`config.mk`:
```
export PLATFORM = sky130hd
export DESIGN_NAME = register_file_bank
export DESIGN_NICKNAME = d
export VERILOG_FILES = /design/src/rtl/register_file_bank.sv
export SDC_FILE = /design/constraint.sdc
export NUM_CORES = 2
export LEC_CHECK = 0
export CORE_MARGIN = 3
export CORE_UTILIZATION = 35
export CTS_CLUSTER_DIAMETER = 30
export DETAILED_ROUTE_END_ITERATION = 7
export PLACE_DENSITY_LB_ADDON = 0.1
export SYNTH_ARGS = -nofsm -noshare
export SYNTH_HDL_FRONTEND = slang
export SYNTH_SLANG_ARGS = --single-unit
```
`constraint.sdc`:
```
create_clock -name clk -period 111 [get_ports clk]
set_clock_uncertainty 0.1 [all_clocks]
set_input_delay 22.2 -clock clk [delete_from_list [all_inputs] [get_ports clk]]
set_output_delay 22.2 -clock clk [all_outputs]
set_load 0.02 [all_outputs]
```
`src/rtl/register_file_bank.sv`:
```
// Parametrised register bank: one write port, two registered read ports with same-cycle
// write-to-read bypass, and a sequencer that clears every entry one per cycle.
module register_file_bank #(
    parameter int unsigned DATA_WIDTH = 32,
    parameter int unsigned ADDR_WIDTH = 5,
    parameter bit          ZERO_REG   = 1'b1
) (
    input  logic                  clk,
    input  logic                  rst,
    input  logic                  wr_en,
    input  logic [ADDR_WIDTH-1:0] wr_addr,
    input  logic [DATA_WIDTH-1:0] wr_data,
    input  logic                  rd_en_a,
    input  logic [ADDR_WIDTH-1:0] rd_addr_a,
    input  logic                  rd_en_b,
    input  logic [ADDR_WIDTH-1:0] rd_addr_b,
    output logic [DATA_WIDTH-1:0] rd_data_a,
    output logic [DATA_WIDTH-1:0] rd_data_b,
    output logic                  rd_valid_a,
    output logic                  rd_valid_b,
    input  logic                  clear_req,
    output logic                  busy,
    output logic                  clear_done
);
    localparam int unsigned DEPTH = 1 << ADDR_WIDTH;
    localparam logic [ADDR_WIDTH-1:0] LAST_IDX = ADDR_WIDTH'(DEPTH - 1);

    typedef enum logic [0:0] {StIdle, StClear} state_e;

    state_e                state_q, state_d;
    logic [ADDR_WIDTH-1:0] clr_idx_q, clr_idx_d;
    logic                  busy_q, busy_d;
    logic                  clear_done_q, clear_done_d;
    logic [DATA_WIDTH-1:0] mem_q [DEPTH];
    logic [DATA_WIDTH-1:0] rd_data_a_q, rd_data_a_d, rd_data_b_q, rd_data_b_d;
    logic                  rd_valid_a_q, rd_valid_a_d, rd_valid_b_q, rd_valid_b_d;

    logic accept, wr_commit;
    logic zero_a, zero_b, hit_a, hit_b;

    // Only in IDLE with no clear request are reads and writes taken; clear wins the edge.
    assign accept    = (state_q == StIdle) && !clear_req;
    assign wr_commit = accept && wr_en && !(ZERO_REG && (wr_addr == '0));
    assign zero_a    = ZERO_REG && (rd_addr_a == '0);
    assign zero_b    = ZERO_REG && (rd_addr_b == '0);
    assign hit_a     = wr_commit && (wr_addr == rd_addr_a);
    assign hit_b     = wr_commit && (wr_addr == rd_addr_b);

    always_comb begin
        state_d      = state_q;
        clr_idx_d    = clr_idx_q;
        busy_d       = busy_q;
        clear_done_d = 1'b0;
        unique case (state_q)
            StIdle: begin
                if (clear_req) begin
                    state_d   = StClear;
                    clr_idx_d = '0;
                    busy_d    = 1'b1;
                end
            end
            StClear: begin
                clr_idx_d = clr_idx_q + 1'b1;
                if (clr_idx_q == LAST_IDX) begin
                    state_d      = StIdle;
                    busy_d       = 1'b0;
                    clear_done_d = 1'b1;
                end
            end
            default: state_d = StIdle;
        endcase
    end

    always_comb begin
        rd_data_a_d  = rd_data_a_q;
        rd_data_b_d  = rd_data_b_q;
        rd_valid_a_d = 1'b0;
        rd_valid_b_d = 1'b0;
        if (accept && rd_en_a) begin
            rd_valid_a_d = 1'b1;
            if (zero_a)     rd_data_a_d = '0;
            else if (hit_a) rd_data_a_d = wr_data;
            else            rd_data_a_d = mem_q[rd_addr_a];
        end
        if (accept && rd_en_b) begin
            rd_valid_b_d = 1'b1;
            if (zero_b)     rd_data_b_d = '0;
            else if (hit_b) rd_data_b_d = wr_data;
            else            rd_data_b_d = mem_q[rd_addr_b];
        end
    end

    always_ff @(posedge clk or posedge rst) begin
        if (rst) begin
            state_q      <= StIdle;
            clr_idx_q    <= '0;
            busy_q       <= 1'b0;
            clear_done_q <= 1'b0;
            rd_data_a_q  <= '0;
            rd_data_b_q  <= '0;
            rd_valid_a_q <= 1'b0;
            rd_valid_b_q <= 1'b0;
            for (int i = 0; i < int'(DEPTH); i++) begin
                mem_q[i] <= '0;
            end
        end else begin
            state_q      <= state_d;
            clr_idx_q    <= clr_idx_d;
            busy_q       <= busy_d;
            clear_done_q <= clear_done_d;
            rd_data_a_q  <= rd_data_a_d;
            rd_data_b_q  <= rd_data_b_d;
            rd_valid_a_q <= rd_valid_a_d;
            rd_valid_b_q <= rd_valid_b_d;
            if (state_q == StClear) begin
                mem_q[clr_idx_q] <= '0;
            end else if (wr_commit) begin
                mem_q[wr_addr] <= wr_data;
            end
        end
    end

    assign rd_data_a  = rd_data_a_q;
    assign rd_data_b  = rd_data_b_q;
    assign rd_valid_a = rd_valid_a_q;
    assign rd_valid_b = rd_valid_b_q;
    assign busy       = busy_q;
    assign clear_done = clear_done_q;

endmodule

```
==> flow_metrics.tcl <==
set metrics [dict create \
    status "complete, no violations" \
    p_leak_nw 30.2 \
    cts_resized 0 \
    synth_seq_cells 1098 \
    drv_slew 0 \
    fmax_mhz 38.5 \
    clock_sinks 1098 \
    power_frac_seq_pct 28.9 \
    post-route-period-util_pct 23.4 \
    layout.nets 4205 \
    grt_pass1_vias 44369 \
    clockBufferDepth 4 \
    slowest_delay_ps 810 \
    async_reset_ff_share_pct 100 \
    fin_ws_ps 85040 \
    worstPathMaxFanout 62 \
    slew_headroom_pct 9.24 \
    cts_tree "yes" \
    grt_antenna_before_repair 11 \
    dieArea_mm2 0.163 \
    critPathArrivalTime_ps 26620 \
    pre_cts_slack_ps 84090 \
    cp_slowest_cell "buf_4" \
    ys.warnings.count 0 \
    crit_family "buffers and inverters" \
    grt_pass1_wl_um 350000 \
    cts_max_level 5 \
    start_kind "input pin" \
    post-cts-setup-buffers 0 \
    worstMarginPinSlew_ps 1360 \
    port_buffers 120 \
    vias 43464 \
    swShare_pct 26.8 \
    syn_area_mm2 0.0553 \
    core_area_mm2 0.157 \
    drv_cap 0 \
    grt_max_degree 165 \
    p_int_w 0.00114 \
    wl_per_cell_um 38.3 \
    netlist.area_leader.share_pct 49.6 \
    fin_crit_ps 25960 \
    path_cells "buf_8, buf_4, buf_4, buf_4, mux4_2, a22oi_1, a21oi_1, or3_1" \
    globalplace.congestion 0.806 \
    min_path_type "flip-flop to flip-flop" \
    cp_num_buf_inv 4 \
    critPathMostFrequentCell "buf_4" \
    synthFlopType "dfrtp_1" \
    synth.yosys.seq_area_share_pct 49.6 \
    die_w_um 404 \
    fin_tns_setup_ps 0 \
    io_pins 121 \
    cts-root-buf "clkbuf_16" \
    grt_usage_pct 30.0 \
    fin_cells 6432 \
    cts_hold_buf 0 \
    ir_worst_vdd_mv 0.0176 \
    path_clk_slew_ps 40 \
    p_per_area_mw_per_mm2 22.5 \
    synth_edf_count 0 \
    clk-insertion-delay-late_ps 900 \
    layout_commonest_cell "dfrtp_1" \
    area_growth_pct 25.7 \
    initial_core_util_pct 35.3 \
    synth.distinct_cells 41 \
    finalHoldViolations 0 \
    wl_um 247000 \
    required_ps 111660 \
    grt_overflow 0 \
    chipHeight_um 404 \
    setup.worst_path.end_class "flip-flop" \
    yosysTopAreaCell "dfrtp_1" \
    switching_power_w 0.000418 \
    dr.pass1.iters 6 \
    drt_iter0_drc 5118 \
    place_inst 5893 \
    p_clk_share_pct 58.4 \
    synth_area_leaders "dfrtp_1 50%, a22o_1 16%, mux4_2 16%, mux2i_1 4.6%, clkbuf_1 2.8%" \
    row_count 145 \
    rsz0062_at_grt "false" \
    netlist_instances 4100 \
    dp_hpwl_um 133000 \
    setup_violations 0 \
    cts_made_buffers 310 \
    drc 0 \
    drive_gt1_share_pct 26.1 \
    p_comb_share_pct 12.6 \
    ant_nets 0 \
    worst-setup-path-type "input pin to flip-flop" \
    layout_common_cells "1098 x dfrtp_1, 1024 x a22o_1, 384 x mux4_2, 316 x clkbuf_16, 256 x mux2i_1" \
    synth_fp_nets 4158 \
    syn_avg_cell_area_um2 13.5 \
    fin_util_pct 44.4 \
    avgViaCountPerCell 6.76 \
]
cell usage after synthesis (2+ instances only):
library cell and number:
o31ai_1 4, a21o_1 33, inv_1 10, o21a_1 32
nor4_1 2, nand3b_1 3, nor2b_1 5, nor3b_1 3
or3b_2 5, o21ai_0 35, nand2b_1 3, buf_1 48
a21oi_1 97, a22oi_1 192, buf_2 98, nor2_1 40
clkbuf_1 406, a221oi_1 160, nand3_1 8, nor3_1 6
xnor2_1 11, ha_1 5, nor4b_2 2, mux2i_1 256
mux4_2 384, a22o_1 1024, nand2_1 12, and3_1 2
dfrtp_1 1098, o211ai_1 32, and3b_1 2, and2_1 41
or3_1 33
sequential cells by signal, summed over array words and instances, names as in the netlist:
register	cells
busy	1
rd_valid_b	1
state_q	1
clear_done	1
clr_idx_q	5
mem_q	1024
rd_data_b	32
rd_data_a	32
rd_valid_a	1
worst register-to-register path, delay by kind of cell, from the launching register on:
family,cells,cell delay (ps)
buf+inv,4,2050
simple gates,2,600
compound gates,2,650
flops,1,710
layer usage:
layer,global-route usage [%],vias to the layer above,share of wire [%]
met3,7.69,588,9.5
met1,42.0,23319,42
met2,44.8,2659,44
met4,11.4,6,3.8
li1,-,16892,-
met5,0,-,0.017
final timing paths:
path,slack [ps],startpoint,cells past startpoint,to
max,85040,rd_addr_b[0],8,rd_data_b[11]
min,400,mem_q[999],1,mem_q[999]
max reg2reg,106750,state_q,8,rd_data_b[14]
min reg2reg,400,mem_q[999],1,mem_q[999]
max in group asynchronous,85760,rst,5,mem_q[415]
min in group asynchronous,21790,rst,2,mem_q[564]
logic make-up (layout without fill, tap and decap cells):
family | Yosys count | count (layout) | share of synthesized area (%)
buf+inv | 562 | 833 | 4.03
compound gates | 1612 | 1612 | 24.0
other cells | 0 | 3 | 0
fa+ha+maj | 5 | 5 | 0.113
flops | 1098 | 1098 | 49.6
simple gates | 171 | 171 | 1.76
mux | 640 | 640 | 20.3
xor+xnor | 12 | 12 | 0.190
area by class of cell:
type                            count  area [µm²]
Fill cell                       13945       87000
Sequential cell                  1098       27500
Multi-Input combinational cell   2440       26300
Clock buffer                      406        8700
Tap cell                         2058        2570
Timing Repair Buffer              287        2500
Clock inverter                    130        1910
Inverter                           10        45.0
Antenna cell                        3        7.51
power by group through the flow:
stage,combinational [W],clock (W),sequential (W)
detailed placement,0.000196,0,0.000456
CTS,0.000196,0.000921,0.000452
global placement,0.000195,0,0.000457
floorplan,0.0000960,0,0.000456
global route,0.000206,0.000945,0.000454
finish,0.000198,0.000913,0.000452
through the flow:
stage          area, µm²  hold WS [ps]  total power, W
3_5_place_dp       58900           391        0.000652
3_3_place_gp       58900           384        0.000652
4_1_cts            69600           403         0.00157
2_1_floorplan      55300           367        0.000552
5_1_grt            69600           417         0.00160
6_report           69600           405         0.00156
No activity file was read; power rests on OpenSTA's default activity.
